File: src/rtl/lc_mbus_bridge_fifo_pkg.sv
// Shared definitions for the LC <-> bus bridge: default widths, FSM encodings
// and FIFO entry sizing ({last, addr, data}).
package lc_mbus_bridge_fifo_pkg;

   localparam int LC_DATA_WIDTH = 32;
   localparam int LC_ADDR_WIDTH = 8;
   localparam int LC_TX_DEPTH   = 4;
   localparam int LC_RX_DEPTH   = 4;

   typedef enum logic [1:0] {
      TX_RSTWAIT = 2'd0,
      TX_IDLE    = 2'd1,
      TX_ACKH    = 2'd2
   } lc_tx_state_t;

   typedef enum logic [1:0] {
      RX_IDLE    = 2'd0,
      RX_REQH    = 2'd1,
      RX_ACKWAIT = 2'd2
   } lc_rx_state_t;

   function automatic int lc_entry_width(input int data_w, input int addr_w);
      return data_w + addr_w + 1;
   endfunction

endpackage

File: src/rtl/lc_mbus_bridge_fifo_if.sv
// Signal bundle between the bridge (slave) and the LC plus bus TX/RX engines (master).
interface lc_mbus_bridge_fifo_if
   import lc_mbus_bridge_fifo_pkg::*;
#(
   parameter int DATA_WIDTH = LC_DATA_WIDTH,
   parameter int ADDR_WIDTH = LC_ADDR_WIDTH
);
   logic [DATA_WIDTH-1:0] DATA_FROM_LC;
   logic [ADDR_WIDTH-1:0] ADDR_FROM_LC;
   logic                  LAST_FROM_LC;
   logic                  REQ_FROM_LC;
   logic                  ACK_TO_LC;
   logic [DATA_WIDTH-1:0] DATA_TO_LC;
   logic [ADDR_WIDTH-1:0] ADDR_TO_LC;
   logic                  LAST_TO_LC;
   logic                  REQ_TO_LC;
   logic                  ACK_FROM_LC;
   logic                  REQ_TX;
   logic [DATA_WIDTH-1:0] TX_DATA;
   logic [ADDR_WIDTH-1:0] TX_ADDR;
   logic                  DATA_PENDING;
   logic                  TX_ACK;
   logic                  TX_FAIL;
   logic                  RX_VALID;
   logic [DATA_WIDTH-1:0] RX_DATA;
   logic [ADDR_WIDTH-1:0] RX_ADDR;
   logic                  RX_LAST;
   logic                  RX_OVERFLOW;

   modport slave (
      input  DATA_FROM_LC, ADDR_FROM_LC, LAST_FROM_LC, REQ_FROM_LC, ACK_FROM_LC,
             TX_ACK, TX_FAIL, RX_VALID, RX_DATA, RX_ADDR, RX_LAST,
      output ACK_TO_LC, DATA_TO_LC, ADDR_TO_LC, LAST_TO_LC, REQ_TO_LC,
             REQ_TX, TX_DATA, TX_ADDR, DATA_PENDING, RX_OVERFLOW
   );

   modport master (
      output DATA_FROM_LC, ADDR_FROM_LC, LAST_FROM_LC, REQ_FROM_LC, ACK_FROM_LC,
             TX_ACK, TX_FAIL, RX_VALID, RX_DATA, RX_ADDR, RX_LAST,
      input  ACK_TO_LC, DATA_TO_LC, ADDR_TO_LC, LAST_TO_LC, REQ_TO_LC,
             REQ_TX, TX_DATA, TX_ADDR, DATA_PENDING, RX_OVERFLOW
   );

endinterface

File: src/rtl/lc_mbus_bridge_fifo_fifo.sv
// Synchronous FIFO with registered count and combinational head (zero when empty).
module lc_mbus_bridge_fifo_fifo #(
   parameter int WIDTH = 41,
   parameter int DEPTH = 4
)(
   input  logic                   i_clk,
   input  logic                   i_rst,
   input  logic                   i_push,
   input  logic [WIDTH-1:0]       i_data,
   input  logic                   i_pop,
   output logic [WIDTH-1:0]       o_head,
   output logic                   o_full,
   output logic [$clog2(DEPTH):0] o_count
);
   localparam int          AW       = $clog2(DEPTH);
   localparam logic [AW:0] FULL_CNT = (AW+1)'(DEPTH);

   logic [WIDTH-1:0] r_mem [DEPTH];
   logic [AW-1:0]    r_wr_ptr;
   logic [AW-1:0]    r_rd_ptr;
   logic [AW:0]      r_count;
   logic             w_empty;
   logic             w_push_ok;
   logic             w_pop_ok;

   assign w_empty   = (r_count == '0);
   assign o_full    = (r_count == FULL_CNT);
   assign w_push_ok = i_push && !o_full;
   assign w_pop_ok  = i_pop && !w_empty;
   assign o_count   = r_count;
   assign o_head    = w_empty ? '0 : r_mem[r_rd_ptr];

   always_ff @(posedge i_clk) begin
      if (w_push_ok) begin
         r_mem[r_wr_ptr] <= i_data;
      end
   end

   // Pointers are log2(DEPTH) wide and wrap naturally.
   always_ff @(posedge i_clk) begin
      if (i_rst) begin
         r_wr_ptr <= '0;
         r_rd_ptr <= '0;
         r_count  <= '0;
      end else begin
         if (w_push_ok) begin
            r_wr_ptr <= r_wr_ptr + 1'b1;
         end
         if (w_pop_ok) begin
            r_rd_ptr <= r_rd_ptr + 1'b1;
         end
         case ({w_push_ok, w_pop_ok})
            2'b10:   r_count <= r_count + 1'b1;
            2'b01:   r_count <= r_count - 1'b1;
            default: r_count <= r_count;
         endcase
      end
   end

endmodule

File: src/rtl/lc_mbus_bridge_fifo.sv
// LC <-> bus bridge: 4-phase LC handshakes in both directions, TX/RX FIFOs,
// and flushing of a failed TX message up to its last word.
module lc_mbus_bridge_fifo
   import lc_mbus_bridge_fifo_pkg::*;
#(
   parameter int DATA_WIDTH = LC_DATA_WIDTH,
   parameter int ADDR_WIDTH = LC_ADDR_WIDTH,
   parameter int TX_DEPTH   = LC_TX_DEPTH,
   parameter int RX_DEPTH   = LC_RX_DEPTH
)(
   input logic                  CLK,
   input logic                  RESET,
   lc_mbus_bridge_fifo_if.slave bus_if
);
   localparam int ENTRY_W = lc_entry_width(DATA_WIDTH, ADDR_WIDTH);
   localparam int TX_CW   = $clog2(TX_DEPTH) + 1;
   localparam int RX_CW   = $clog2(RX_DEPTH) + 1;

   lc_tx_state_t          r_tx_state;
   lc_rx_state_t          r_rx_state;
   logic                  r_ack_to_lc;
   logic                  r_flush;
   logic                  r_req_to_lc;
   logic                  r_last_to_lc;
   logic                  r_rx_overflow;
   logic [DATA_WIDTH-1:0] r_data_to_lc;
   logic [ADDR_WIDTH-1:0] r_addr_to_lc;

   logic [ENTRY_W-1:0]    w_tx_wdata;
   logic [ENTRY_W-1:0]    w_tx_head;
   logic [ENTRY_W-1:0]    w_rx_wdata;
   logic [ENTRY_W-1:0]    w_rx_head;
   logic [TX_CW-1:0]      w_tx_count;
   logic [RX_CW-1:0]      w_rx_count;
   logic                  w_tx_push;
   logic                  w_tx_pop;
   logic                  w_tx_full;
   logic                  w_tx_empty;
   logic                  w_tx_head_last;
   logic                  w_req_tx;
   logic                  w_flush_pop;
   logic                  w_rx_push;
   logic                  w_rx_pop;
   logic                  w_rx_full;
   logic                  w_rx_avail;

   assign w_tx_wdata     = {bus_if.LAST_FROM_LC, bus_if.ADDR_FROM_LC, bus_if.DATA_FROM_LC};
   assign w_tx_empty     = (w_tx_count == '0);
   assign w_tx_head_last = w_tx_head[ENTRY_W-1];
   assign w_req_tx       = !w_tx_empty && !r_flush;
   assign w_tx_push      = (r_tx_state == TX_IDLE) && bus_if.REQ_FROM_LC && !w_tx_full;
   assign w_flush_pop    = r_flush && !w_tx_empty;
   // A simultaneous TX_FAIL suppresses the ACK pop so that head becomes the first flushed word.
   assign w_tx_pop       = w_flush_pop || (w_req_tx && bus_if.TX_ACK && !bus_if.TX_FAIL);

   assign w_rx_wdata = {bus_if.RX_LAST, bus_if.RX_ADDR, bus_if.RX_DATA};
   assign w_rx_push  = bus_if.RX_VALID && !w_rx_full;
   assign w_rx_pop   = (r_rx_state == RX_REQH) && bus_if.ACK_FROM_LC;
   assign w_rx_avail = (w_rx_count != '0);

   lc_mbus_bridge_fifo_fifo #(.WIDTH(ENTRY_W), .DEPTH(TX_DEPTH)) u_tx_fifo (
      .i_clk   (CLK),
      .i_rst   (RESET),
      .i_push  (w_tx_push),
      .i_data  (w_tx_wdata),
      .i_pop   (w_tx_pop),
      .o_head  (w_tx_head),
      .o_full  (w_tx_full),
      .o_count (w_tx_count)
   );

   lc_mbus_bridge_fifo_fifo #(.WIDTH(ENTRY_W), .DEPTH(RX_DEPTH)) u_rx_fifo (
      .i_clk   (CLK),
      .i_rst   (RESET),
      .i_push  (w_rx_push),
      .i_data  (w_rx_wdata),
      .i_pop   (w_rx_pop),
      .o_head  (w_rx_head),
      .o_full  (w_rx_full),
      .o_count (w_rx_count)
   );

   // RSTWAIT keeps a request that straddled reset from being written twice.
   always_ff @(posedge CLK) begin
      if (RESET) begin
         r_tx_state  <= TX_RSTWAIT;
         r_ack_to_lc <= 1'b0;
      end else begin
         case (r_tx_state)
            TX_RSTWAIT: begin
               r_ack_to_lc <= 1'b0;
               if (!bus_if.REQ_FROM_LC) begin
                  r_tx_state <= TX_IDLE;
               end
            end
            TX_IDLE: begin
               if (w_tx_push) begin
                  r_ack_to_lc <= 1'b1;
                  r_tx_state  <= TX_ACKH;
               end
            end
            TX_ACKH: begin
               if (!bus_if.REQ_FROM_LC) begin
                  r_ack_to_lc <= 1'b0;
                  r_tx_state  <= TX_IDLE;
               end
            end
            default: begin
               r_ack_to_lc <= 1'b0;
               r_tx_state  <= TX_RSTWAIT;
            end
         endcase
      end
   end

   // Flush stays armed across an empty FIFO until the failed message's last word is popped.
   always_ff @(posedge CLK) begin
      if (RESET) begin
         r_flush <= 1'b0;
      end else if (bus_if.TX_FAIL) begin
         r_flush <= 1'b1;
      end else if (w_flush_pop && w_tx_head_last) begin
         r_flush <= 1'b0;
      end
   end

   always_ff @(posedge CLK) begin
      if (RESET) begin
         r_rx_overflow <= 1'b0;
      end else if (bus_if.RX_VALID && w_rx_full) begin
         r_rx_overflow <= 1'b1;
      end
   end

   // IDLE also waits for ACK_FROM_LC low so a handshake cut by reset cannot complete a new word.
   always_ff @(posedge CLK) begin
      if (RESET) begin
         r_rx_state   <= RX_IDLE;
         r_req_to_lc  <= 1'b0;
         r_data_to_lc <= '0;
         r_addr_to_lc <= '0;
         r_last_to_lc <= 1'b0;
      end else begin
         case (r_rx_state)
            RX_IDLE: begin
               if (w_rx_avail && !bus_if.ACK_FROM_LC) begin
                  r_data_to_lc <= w_rx_head[DATA_WIDTH-1:0];
                  r_addr_to_lc <= w_rx_head[DATA_WIDTH +: ADDR_WIDTH];
                  r_last_to_lc <= w_rx_head[ENTRY_W-1];
                  r_req_to_lc  <= 1'b1;
                  r_rx_state   <= RX_REQH;
               end
            end
            RX_REQH: begin
               if (bus_if.ACK_FROM_LC) begin
                  r_req_to_lc <= 1'b0;
                  r_rx_state  <= RX_ACKWAIT;
               end
            end
            RX_ACKWAIT: begin
               if (!bus_if.ACK_FROM_LC) begin
                  r_rx_state <= RX_IDLE;
               end
            end
            default: begin
               r_req_to_lc <= 1'b0;
               r_rx_state  <= RX_IDLE;
            end
         endcase
      end
   end

   assign bus_if.ACK_TO_LC    = r_ack_to_lc;
   assign bus_if.REQ_TX       = w_req_tx;
   assign bus_if.TX_DATA      = w_tx_head[DATA_WIDTH-1:0];
   assign bus_if.TX_ADDR      = w_tx_head[DATA_WIDTH +: ADDR_WIDTH];
   assign bus_if.DATA_PENDING = !w_tx_empty && !w_tx_head_last;
   assign bus_if.REQ_TO_LC    = r_req_to_lc;
   assign bus_if.DATA_TO_LC   = r_data_to_lc;
   assign bus_if.ADDR_TO_LC   = r_addr_to_lc;
   assign bus_if.LAST_TO_LC   = r_last_to_lc;
   assign bus_if.RX_OVERFLOW  = r_rx_overflow;

endmodule

File: src/flat_wrapper.sv
// flat-port wrapper written by rule: the top's interface ports become plain ports
module lc_mbus_bridge_fifo_flat import lc_mbus_bridge_fifo_pkg::*;
#(
   parameter int DATA_WIDTH = LC_DATA_WIDTH,
   parameter int ADDR_WIDTH = LC_ADDR_WIDTH,
   parameter int TX_DEPTH   = LC_TX_DEPTH,
   parameter int RX_DEPTH   = LC_RX_DEPTH
)
  (CLK, RESET, bus_if_DATA_FROM_LC, bus_if_ADDR_FROM_LC, bus_if_LAST_FROM_LC, bus_if_REQ_FROM_LC, bus_if_ACK_FROM_LC, bus_if_TX_ACK, bus_if_TX_FAIL, bus_if_RX_VALID, bus_if_RX_DATA, bus_if_RX_ADDR, bus_if_RX_LAST, bus_if_ACK_TO_LC, bus_if_DATA_TO_LC, bus_if_ADDR_TO_LC, bus_if_LAST_TO_LC, bus_if_REQ_TO_LC, bus_if_REQ_TX, bus_if_TX_DATA, bus_if_TX_ADDR, bus_if_DATA_PENDING, bus_if_RX_OVERFLOW);
  lc_mbus_bridge_fifo_if #(.DATA_WIDTH(DATA_WIDTH), .ADDR_WIDTH(ADDR_WIDTH)) bus_if_i ();
  input logic CLK;
  input logic RESET;
  input wire logic [$bits(bus_if_i.DATA_FROM_LC)-1:0] bus_if_DATA_FROM_LC;
  input wire logic [$bits(bus_if_i.ADDR_FROM_LC)-1:0] bus_if_ADDR_FROM_LC;
  input wire logic [$bits(bus_if_i.LAST_FROM_LC)-1:0] bus_if_LAST_FROM_LC;
  input wire logic [$bits(bus_if_i.REQ_FROM_LC)-1:0] bus_if_REQ_FROM_LC;
  input wire logic [$bits(bus_if_i.ACK_FROM_LC)-1:0] bus_if_ACK_FROM_LC;
  input wire logic [$bits(bus_if_i.TX_ACK)-1:0] bus_if_TX_ACK;
  input wire logic [$bits(bus_if_i.TX_FAIL)-1:0] bus_if_TX_FAIL;
  input wire logic [$bits(bus_if_i.RX_VALID)-1:0] bus_if_RX_VALID;
  input wire logic [$bits(bus_if_i.RX_DATA)-1:0] bus_if_RX_DATA;
  input wire logic [$bits(bus_if_i.RX_ADDR)-1:0] bus_if_RX_ADDR;
  input wire logic [$bits(bus_if_i.RX_LAST)-1:0] bus_if_RX_LAST;
  output wire logic [$bits(bus_if_i.ACK_TO_LC)-1:0] bus_if_ACK_TO_LC;
  output wire logic [$bits(bus_if_i.DATA_TO_LC)-1:0] bus_if_DATA_TO_LC;
  output wire logic [$bits(bus_if_i.ADDR_TO_LC)-1:0] bus_if_ADDR_TO_LC;
  output wire logic [$bits(bus_if_i.LAST_TO_LC)-1:0] bus_if_LAST_TO_LC;
  output wire logic [$bits(bus_if_i.REQ_TO_LC)-1:0] bus_if_REQ_TO_LC;
  output wire logic [$bits(bus_if_i.REQ_TX)-1:0] bus_if_REQ_TX;
  output wire logic [$bits(bus_if_i.TX_DATA)-1:0] bus_if_TX_DATA;
  output wire logic [$bits(bus_if_i.TX_ADDR)-1:0] bus_if_TX_ADDR;
  output wire logic [$bits(bus_if_i.DATA_PENDING)-1:0] bus_if_DATA_PENDING;
  output wire logic [$bits(bus_if_i.RX_OVERFLOW)-1:0] bus_if_RX_OVERFLOW;
  assign bus_if_i.DATA_FROM_LC = bus_if_DATA_FROM_LC;
  assign bus_if_i.ADDR_FROM_LC = bus_if_ADDR_FROM_LC;
  assign bus_if_i.LAST_FROM_LC = bus_if_LAST_FROM_LC;
  assign bus_if_i.REQ_FROM_LC = bus_if_REQ_FROM_LC;
  assign bus_if_i.ACK_FROM_LC = bus_if_ACK_FROM_LC;
  assign bus_if_i.TX_ACK = bus_if_TX_ACK;
  assign bus_if_i.TX_FAIL = bus_if_TX_FAIL;
  assign bus_if_i.RX_VALID = bus_if_RX_VALID;
  assign bus_if_i.RX_DATA = bus_if_RX_DATA;
  assign bus_if_i.RX_ADDR = bus_if_RX_ADDR;
  assign bus_if_i.RX_LAST = bus_if_RX_LAST;
  assign bus_if_ACK_TO_LC = bus_if_i.ACK_TO_LC;
  assign bus_if_DATA_TO_LC = bus_if_i.DATA_TO_LC;
  assign bus_if_ADDR_TO_LC = bus_if_i.ADDR_TO_LC;
  assign bus_if_LAST_TO_LC = bus_if_i.LAST_TO_LC;
  assign bus_if_REQ_TO_LC = bus_if_i.REQ_TO_LC;
  assign bus_if_REQ_TX = bus_if_i.REQ_TX;
  assign bus_if_TX_DATA = bus_if_i.TX_DATA;
  assign bus_if_TX_ADDR = bus_if_i.TX_ADDR;
  assign bus_if_DATA_PENDING = bus_if_i.DATA_PENDING;
  assign bus_if_RX_OVERFLOW = bus_if_i.RX_OVERFLOW;
  lc_mbus_bridge_fifo #(.DATA_WIDTH(DATA_WIDTH), .ADDR_WIDTH(ADDR_WIDTH), .TX_DEPTH(TX_DEPTH), .RX_DEPTH(RX_DEPTH)) u_core (.CLK(CLK), .RESET(RESET), .bus_if(bus_if_i));
endmodule
File: config.mk
export PLATFORM = sky130hd
export DESIGN_NAME = lc_mbus_bridge_fifo_flat
export DESIGN_NICKNAME = d
export VERILOG_FILES = /design/src/rtl/lc_mbus_bridge_fifo_pkg.sv /design/src/rtl/lc_mbus_bridge_fifo_if.sv /design/src/rtl/lc_mbus_bridge_fifo_fifo.sv /design/src/rtl/lc_mbus_bridge_fifo.sv /design/src/flat_wrapper.sv
export SDC_FILE = /design/constraint.sdc
export NUM_CORES = 1
export LEC_CHECK = 0
export CELL_PAD_IN_SITES_DETAIL_PLACEMENT = 2
export CELL_PAD_IN_SITES_GLOBAL_PLACEMENT = 2
export CORE_ASPECT_RATIO = 0.8
export CORE_MARGIN = 2
export CORE_UTILIZATION = 30
export CTS_CLUSTER_DIAMETER = 120
export CTS_CLUSTER_SIZE = 30
export DETAILED_ROUTE_END_ITERATION = 10
export PLACE_DENSITY_LB_ADDON = 0.1
export SKIP_CTS_REPAIR_TIMING = 1
export SKIP_LAST_GASP = 1
export SYNTH_ARGS = -nofsm -noshare
export SYNTH_HDL_FRONTEND = slang
export SYNTH_SLANG_ARGS = --single-unit
File: constraint.sdc
create_clock -name CLK -period 3.2 [get_ports CLK]
set_input_delay 0.48 -clock CLK [delete_from_list [all_inputs] [get_ports CLK]]
set_output_delay 0.48 -clock CLK [all_outputs]
set_load 0.02 [all_outputs]
==> results of run 1 <==
## cells in the mapped netlist
cell | number | area, um^2
ha_1 | 10 | 125.1
o21ba_2 | 1 | 10.01
o21ai_1 | 1 | 5.000
mux4_2 | 82 | 1847
clkbuf_1 | 16 | 60.06
nor4_4 | 1 | 21.27
inv_1 | 14 | 52.55
nor4b_1 | 1 | 8.760
xnor2_1 | 5 | 43.79
or4_1 | 1 | 7.510
a21oi_1 | 49 | 245.2
o311a_1 | 1 | 10.01
xor2_1 | 6 | 52.55
a21oi_2 | 2 | 17.52
mux2i_1 | 1 | 10.01
dfxtp_1 | 65 | 1301
buf_1 | 7 | 26.28
nor3_2 | 1 | 10.01
o211ai_1 | 1 | 7.510
buf_6 | 4 | 45.04
buf_2 | 4 | 20.02
and2_1 | 48 | 300.3
or3_1 | 3 | 18.77
o21ai_0 | 4 | 20.02
fa_1 | 2 | 40.04
nor3_1 | 2 | 10.01
buf_4 | 10 | 75.07
edfxtp_1 | 328 | 9849
nor3b_1 | 1 | 7.510
a31oi_1 | 1 | 6.260
nor2_1 | 23 | 86.33
a21boi_1 | 1 | 7.510
nor2b_1 | 2 | 12.51
nand2_1 | 89 | 334.1
## worst max path at each step
| stage | from | endpoint | depth (start not counted) | slack [ps] |
|---|---|---|---|---|
| 3_5_place_dp | bus_if_ACK_FROM_LC | u_core.u_rx_fifo.o_count[2] | 9 | 430 |
| 2_1_floorplan | bus_if_RX_VALID | u_core.u_rx_fifo.r_mem[0][0] | 2 | 890 |
| 6_report | u_core.u_tx_fifo.o_count[0] | bus_if_TX_DATA[31] | 4 | 190 |
| 5_1_grt | u_core.u_tx_fifo.o_count[0] | bus_if_TX_DATA[10] | 4 | 40 |
| 3_3_place_gp | bus_if_ACK_FROM_LC | u_core.u_rx_fifo.o_count[2] | 9 | 460 |
| 4_1_cts | flip-flop | bus_if_TX_DATA[31] | 4 | -40 |
## layer usage
| metal | global-route usage | part of all wire | vias up |
|---|---|---|---|
| li1 | - | - | 3335 |
| met5 | 0 | 0.00061 | - |
| met3 | 0.01996 | 0.023 | 29 |
| met2 | 0.2310 | 0.49 | 80 |
| met4 | 0.02402 | 0.017 | 4 |
| met1 | 0.1870 | 0.46 | 3942 |
## registers in the layout (all words and copies together) (netlist names), 3 cells and up, named ones only
| signal | cells |
|---|---|
| u_core.bus_if.DATA_TO_LC | 32 |
| u_core.u_tx_fifo.r_mem | 164 |
| u_core.bus_if.ADDR_TO_LC | 8 |
| u_core.u_tx_fifo.o_count | 3 |
| u_core.u_rx_fifo.r_mem | 164 |
| u_core.u_rx_fifo.o_count | 3 |
## layout make-up
type | count | area (um^2)
fill | 4722 | 30520
sequential | 393 | 11160
multi-input combinational | 339 | 3276
timing repair buffer | 196 | 2085
tap | 629 | 787.0
clock buffer | 27 | 462.9
inverter | 14 | 52.55
clock inverter | 2 | 31.28
## report_power, final
part           leakage (nW)  switching [mW]  internal, mW
clock network         0.237            1.62          1.04
registers              3.52           0.122          5.77
logic                  1.73            1.25          1.17
total                  5.48            2.99          7.99
## per-stage QoR
step	total power [mW]	instance area (um^2)	setup slack (ps)
final	10.98	17850	188.8
after global placement	8.479	17350	457.7
after CTS	11.22	17840	-38.26
after detailed placement	8.502	17350	426.8
after floorplan	7.323	14690	892.4
after global routing	11.51	17850	43.50
## worst max-delay path: stages (launching register included)
cell and delay (ps):
dfxtp_1 370, or3_1 600, buf_12 270, and2_1 160, clkdlybuf4s50_1 570
## cells by family (layout without fill, tap and decap cells)
logic type                 Yosys count  count (layout)  share of synthesized area
and+or+nand+nor                    172             172                    0.05560
muxes                               83              83                     0.1264
DFF                                393             393                     0.7589
buffers and inverters               55             239                    0.01899
xor gates and xnor gates            11              11                   0.006556
adders and majority gates           12              12                    0.01124
AOI/OAI and AO/OA                   61              61                    0.02240
==> flow_summary.ini, run 1 <==
[final_layout]
final_cell_mix = 328 x edfxtp_1, 173 x clkdlybuf4s50_1, 89 x nand2_1
area.growth.synth_to_final_pct = 21.49
final_cells = 1600
final_common_cell = edfxtp_1
drive_gt1_frac = 0.1462
diodes = 0
nets = 1062
final_core_util = 0.3690

[timing]
setup_violations = 0
worst_pin_slew_ps = 662.6
worst_clock_skew_ps = 19.99
finalCritPeriodShare = 0.9410
hold_viol_final = 0
max_freq_mhz = 332.1
slew_viol_final = 0
rsz0062_at_grt = false
maxSlewHeadroom = 0.5583
whs_ps = 423.1
final.setup.tns_ps = 0
fin_crit_ps = 3011

[global_routing]
overflow = 0
grt_max_degree = 65
grt_pass1_vias = 8267
grtUsageTotal = 0.1357
grt_pass1_wl_um = 52060
antenna_found_initial = 2

[yosys]
netlist_area_mm2 = 0.01469
ys_seq_area_frac = 0.7589
synth_area_per_cell_um2 = 18.67
synth_cell_types = 34
ys_warn_count = 0
ys_seq_elements = 393
netlist_instances = 787
syn-num-nets = 888

[power_and_ir_drop]
powerDensity_mw_per_mm2 = 615.0
max-vdd-ir-drop_uv = 293.3
p_leak_nw = 5.484

[floorplan]
ios = 175
die_w_um = 251.4
die_area_mm2 = 0.05078
row_count = 72
core_area_mm2 = 0.04838
die_y_um = 202.0
start_util = 0.3037

[cts]
cts_tree = yes
root_buffer = clkbuf_16
clk_latency_ps = 530
cts-htree-levels = 1
clock-sinks = 393
path_clk_slew_ps = 110
cts_made_buffers = 17
clock_tree.buffer_depth = 3

[setup_path]
required_ps = 2720
r2r_slack_ps = 720
rr_endpoint = u_core.u_tx_fifo.o_count[2]
critical_path_class = reg2out
crit_fanout = 34
reg2regPathDepth = 9
crit_path_end_kind = output port
crit_arrival_ps = 2530
worst_setup_path_start_kind = flip-flop
reg2reg_from = u_core.u_tx_fifo.o_count[0]

[place]
portBuffers = 174
placed_cells = 1571
gp_congestion = 0.6538
dpl.hpwl_um = 20260

[route]
ant_nets = 0
viasPerCell = 4.619
drt_iter0_markers = 331
first_pass_iters = 4
drc = 0
wirelength_um = 34170
wl_per_cell_um = 21.36
via_count = 7390

[worst_hold_path]
whs_path_depth = 3
min_path_type = in2reg
min_to = u_core.bus_if.RX_OVERFLOW
min_from = RESET

[status]
outcome = finished clean

[run]
maxCapViolCount = 0
No activity file was read; power rests on OpenSTA's default activity.
==> inputs of run 2 (changes only) <==
--- a/config.mk
+++ b/config.mk
@@ -13,7 +13,7 @@
 export CTS_CLUSTER_DIAMETER = 120
 export CTS_CLUSTER_SIZE = 30
 export DETAILED_ROUTE_END_ITERATION = 10
-export PLACE_DENSITY_LB_ADDON = 0.1
+export PLACE_DENSITY = 0.71
 export SKIP_CTS_REPAIR_TIMING = 1
 export SKIP_LAST_GASP = 1
 export SYNTH_ARGS = -nofsm -noshare
==> run 2 against run 1 <==
- first-iteration DRC count is 9.1% higher
- count of clock-buffer cells in the layout is 1 higher
- sequential share of layout area is 0.096 points higher
- sequential power hardly changed
- worst hold slack better by 45 ps
- largest power group unchanged
==> flow_summary.ini, run 2 (synthesized netlist as in run 1, its figures left out) <==
[status]
outcome = finished clean

[setup_path]
reg2reg_from = u_core.u_tx_fifo.o_count[2]
critical_path_class = reg2out
slowest_stage = mux4_2
reg2regPathDepth = 9
r2r_slack_ps = 730
cpPeakStageDelay_ps = 540
required_ps = 2720
worst_setup_path_start_kind = flip-flop
crit_arrival_ps = 2510
crit_family = buffers and inverters
crit_fanout = 17
crit_path_end_kind = output port
crit_buf_inv = 2
rr_endpoint = u_core.u_tx_fifo.o_count[2]
path_cells = buf_4 -> mux4_2 -> and2_1 -> clkdlybuf4s50_1

[final_layout]
area.growth.synth_to_final_pct = 21.30
final_common_cell = edfxtp_1
seqCellArea_mm2 = 0.01116
drive_gt1_frac = 0.1434
multi_input_area_mm2 = 0.003276
final_core_util = 0.3685
fin_area_mm2 = 0.01782
n_fill_cell = 4733
nets = 1060
final_cell_mix = 328 x edfxtp_1, 173 x clkdlybuf4s50_1, 89 x nand2_1

[floorplan]
core_area_mm2 = 0.04838
ios = 175
die_area_mm2 = 0.05078
die_w_um = 251.4
start_util = 0.3037
row_count = 72
die_y_um = 202.0

[route]
wl_per_cell_um = 21.40
drc = 0
first_pass_iters = 4
drt_iter0_markers = 361
viasPerCell = 4.670
via_count = 7472
ant_nets = 0
wirelength_um = 34250

[timing]
finalCritPeriodShare = 0.9357
final.setup.tns_ps = 0
worst_pin_slew_ps = 808.8
slew_viol_final = 0
setup_violations = 0
max_freq_mhz = 334.0
whs_ps = 468.1
worst_clock_skew_ps = 45.33
fin_crit_ps = 2994
rsz0062_at_grt = false
hold_viol_final = 0
maxSlewHeadroom = 0.4608

[power_and_ir_drop]
seqPwrFrac = 0.541
internal-power_mw = 7.959
p_leak_nw = 5.462
p_comb_frac = 0.221
powerDensity_mw_per_mm2 = 610.1
power_switching_mw = 2.915
fin_total_pwr_mw = 10.87
pwr-share-clk = 0.238
switching_share = 0.2680
max-vdd-ir-drop_uv = 626.1

[global_routing]
grt_pass1_wl_um = 52620
antenna_found_initial = 4
grt_pass1_vias = 8461
grt_max_degree = 44
overflow = 0
grtUsageTotal = 0.1357

[worst_hold_path]
min_from = u_core.bus_if.DATA_TO_LC[18]
whs_path_depth = 2
min_to = u_core.bus_if.DATA_TO_LC[18]
min_path_type = reg2reg

[cts]
cts_made_buffers = 17
root_buffer = clkbuf_16
clock_tree.buffer_depth = 3
clk_latency_ps = 530
path_clk_slew_ps = 120
cts-htree-levels = 1
cts_tree = yes
clock-sinks = 393

[run]
maxCapViolCount = 0

[place]
gp_congestion = 0.6785
postPlaceCellArea_mm2 = 0.01732
portBuffers = 174
dpl.hpwl_um = 21320
-- run 2: changes by cell type in the layout (fill, tap and decap cells not counted), sizes merged --
cell / previous run / this run
clkinv: 0 / 1
diode: 0 / 2
clkbuf: 27 / 28
buf: 23 / 21
inv: 16 / 14
-- run 2: metrics by stage --
step | worst slack, ps | std cells
after floorplan | 892.4 | 787
after global placement | 421.1 | 1569
after detailed placement | 340.3 | 1569
after CTS | 129.4 | 1598
after global routing | 76.66 | 1598
final | 205.8 | 1600
-- run 2: power by group through the flow --
| stage | sequential, mW | combinational [mW] | clock (mW) |
|---|---|---|---|
| 6_report | 5.89 | 2.41 | 2.58 |
| 5_1_grt | 5.91 | 2.60 | 2.86 |
| 4_1_cts | 5.89 | 2.48 | 2.73 |
| 3_5_place_dp | 6.01 | 2.47 | 0 |
| 3_3_place_gp | 5.99 | 2.42 | 0 |
| 2_1_floorplan | 6.01 | 1.31 | 0 |
-- run 2: worst register-to-register path, cell delays in order, from the launching register on --
cell     delay [ps]
dfxtp_1         440
inv_1            70
o311a_1         400
inv_1           170
ha_1            200
inv_1            70
fa_1            430
xor2_1          160
or3_1           320
a21oi_1         150
-- run 2: cell type report --
type,instances,area share
inverters,14,0.002948
clock buffers,28,0.02618
well taps,629,0.04415
diodes,2,0.0002808
flip-flops and latches,393,0.6260
multi-input cells,339,0.1838
repair buffers,194,0.1150
clock inverters,1,0.001685
-- run 2: worst max path at each step --
stage | from | to | depth (start not counted)
global placement | bus_if_TX_ACK | u_core.u_tx_fifo.o_count[2] | 10
CTS | flip-flop | bus_if_TX_DATA[15] | 4
global route | flip-flop | bus_if_TX_ADDR[5] | 4
finish | flip-flop | bus_if_TX_ADDR[6] | 4
floorplan | bus_if_RX_VALID | u_core.u_rx_fifo.r_mem[0][0] | 2
detailed placement | bus_if_ACK_FROM_LC | u_core.u_rx_fifo.o_count[2] | 9
-- run 2: per-layer routing --
| metal | global-route usage | up-vias | share of wire | wire length, um |
|---|---|---|---|---|
| met5 | 0 | - | 0.00079 | 27 |
| met4 | 0.01935 | 4 | 0.014 | 485 |
| met3 | 0.02730 | 27 | 0.051 | 1739 |
| met2 | 0.2397 | 157 | 0.49 | 16920 |
| met1 | 0.1765 | 3944 | 0.44 | 15080 |
| li1 | - | 3340 | - | - |
==> inputs of run 3 (changes only) <==
--- a/config.mk
+++ b/config.mk
@@ -9,11 +9,12 @@
 export CELL_PAD_IN_SITES_GLOBAL_PLACEMENT = 2
 export CORE_ASPECT_RATIO = 0.8
 export CORE_MARGIN = 2
-export CORE_UTILIZATION = 30
+export CORE_UTILIZATION = 25
 export CTS_CLUSTER_DIAMETER = 120
 export CTS_CLUSTER_SIZE = 30
 export DETAILED_ROUTE_END_ITERATION = 10
-export PLACE_DENSITY = 0.71
+export GPL_TIMING_DRIVEN = 0
+export PLACE_DENSITY = 0.63
 export SKIP_CTS_REPAIR_TIMING = 1
 export SKIP_LAST_GASP = 1
 export SYNTH_ARGS = -nofsm -noshare
==> run 3 against run 2 <==
- first-iteration DRC count up 41%
- utilization down 5.8 points
- final cell count up 10%
- critical path depth up 1
- count of clock-buffer cells in the layout down 3
- clock skew down 26 ps
- worst hold slack worse by 37 ps
- die area up 20%
- flip-flop and latch count unchanged
- power up 0.96%
- cell area up 1.4%
- wire length up 6.9%
==> flow_summary.ini, run 3 (synthesized netlist as in run 1, its figures left out) <==
[setup_path]
rr_endpoint = u_core.u_tx_fifo.o_count[2]
r2r_slack_ps = 790
required_ps = 2720
timing.critical_path.to = bus_if_TX_DATA[1]
crit_fanout = 10
worst_setup_path_start_kind = flip-flop
cpPeakStageDelay_ps = 580
crit_arrival_ps = 2610
reg2reg_from = u_core.u_tx_fifo.o_count[2]
slowest_stage = clkdlybuf4s50_1
reg2regPathDepth = 9
crit_path_end_kind = output port
critical_path_class = reg2out
path_cells = buf_1 -> buf_2 -> mux4_2 -> and2_1 -> clkdlybuf4s50_1

[route]
first_pass_iters = 4
ant_nets = 0
via_count = 7637
wl_per_cell_um = 20.72
drt_iter0_markers = 510
viasPerCell = 4.322
drc = 0
wirelength_um = 36610

[timing]
hold_viol_final = 0
slew_viol_final = 0
fin_crit_ps = 3090
max_freq_mhz = 323.6
finalCritPeriodShare = 0.9656
setup_violations = 0
whs_ps = 430.9
worst_pin_slew_ps = 814.8
rsz0062_at_grt = true
maxSlewHeadroom = 0.4568
worst_clock_skew_ps = 19.36
final.setup.tns_ps = 0

[final_layout]
drive_gt1_frac = 0.1509
area.growth.synth_to_final_pct = 22.97
final_common_cell = edfxtp_1
final_cell_mix = 328 x edfxtp_1, 173 x clkdlybuf4s50_1, 89 x nand2_1
nets = 1086
final_core_util = 0.3109

[global_routing]
grt_pass1_wl_um = 55370
grt_max_degree = 32
antenna_found_initial = 9
grtUsageTotal = 0.1211
grt_pass1_vias = 8586
overflow = 0

[cts]
path_clk_slew_ps = 120
cts-htree-levels = 1
cts_made_buffers = 17
clock_tree.buffer_depth = 3
clock-sinks = 393
cts_tree = yes
root_buffer = clkbuf_16
clk_latency_ps = 550

[floorplan]
ios = 175
die_y_um = 220.8
core_area_mm2 = 0.05812
die_w_um = 275.1
row_count = 79
die_area_mm2 = 0.06074
start_util = 0.2528

[place]
gp_congestion = 0.6788
portBuffers = 173
dpl.hpwl_um = 24580

[power_and_ir_drop]
p_leak_nw = 5.524
pwr-share-clk = 0.241
switching_share = 0.2752
power_switching_mw = 3.021
p_comb_frac = 0.224
internal-power_mw = 7.957
seqPwrFrac = 0.536
max-vdd-ir-drop_uv = 301.5
powerDensity_mw_per_mm2 = 607.6

[worst_hold_path]
min_from = RESET
min_path_type = in2reg

[status]
outcome = finished clean

[run]
maxCapViolCount = 0
-- run 3: changes by cell type in the layout (fill, tap and decap cells not counted), sizes merged --
cell and delta:
diode +2, buf +10, clkinvlp +1, clkbuf +13, inv +2, clkinv -1
-- run 3: worst min-delay path by stage --
stage	to	slack (ps)	depth (start not counted)
floorplan	u_core.u_tx_fifo.r_wr_ptr[1]	470	2
global placement	u_core.bus_if.DATA_TO_LC[5]	440	2
detailed placement	u_core.bus_if.DATA_TO_LC[5]	450	2
CTS	u_core.u_rx_fifo.o_count[2]	440	2
global route	u_core.u_rx_fifo.o_count[2]	470	2
finish	u_core.u_tx_fifo.r_wr_ptr[1]	430	2
-- run 3: cell type report --
class,instances,area (um^2)
fillers,5882,40050
flip-flops and latches,393,11150
multi-input cells,339,3279
repair buffers,181,1892
well taps,769,962.2
clock buffers,25,455.4
plain buffers,39,232.7
inverters,14,52.55
clock inverters,3,32.53
diodes,4,10.01
-- run 3: worst max-delay path, delay by kind of cell, from the launching register on --
| kind | cells | cell delay (ps) |
|---|---|---|
| AND/OR/NAND/NOR | 1 | 170 |
| buffers and inverters | 3 | 1250 |
| flip-flops | 1 | 320 |
| multiplexers | 1 | 340 |
-- run 3: power by group through the flow --
stage / clock network [mW] / logic (mW) / registers (mW)
after floorplan: 0 / 1.31 / 6.01
after global placement: 0 / 2.46 / 5.99
after detailed placement: 0 / 2.54 / 5.99
after CTS: 2.78 / 2.55 / 5.87
after global routing: 2.93 / 2.67 / 5.91
final: 2.64 / 2.45 / 5.88
-- run 3: routing by layer --
metal / global-route usage / share of wire / vias up
met4: 0.02092 / 0.016 / 12
met2: 0.2037 / 0.48 / 163
met5: 0 / 0.0022 / -
met3: 0.03180 / 0.060 / 42
met1: 0.1588 / 0.44 / 4035
li1: - / - / 3385
-- run 3: metrics by stage --
step	cell area (um^2)	worst slack, ps	std cells	total power [mW]
after floorplan	14690	892.4	787	7.323
after CTS	18050	-359.3	1765	11.20
after global placement	17390	-825.4	1729	8.441
final	18070	110.0	1767	10.98
after detailed placement	17560	112.9	1737	8.522
after global routing	18060	-5.298	1763	11.52
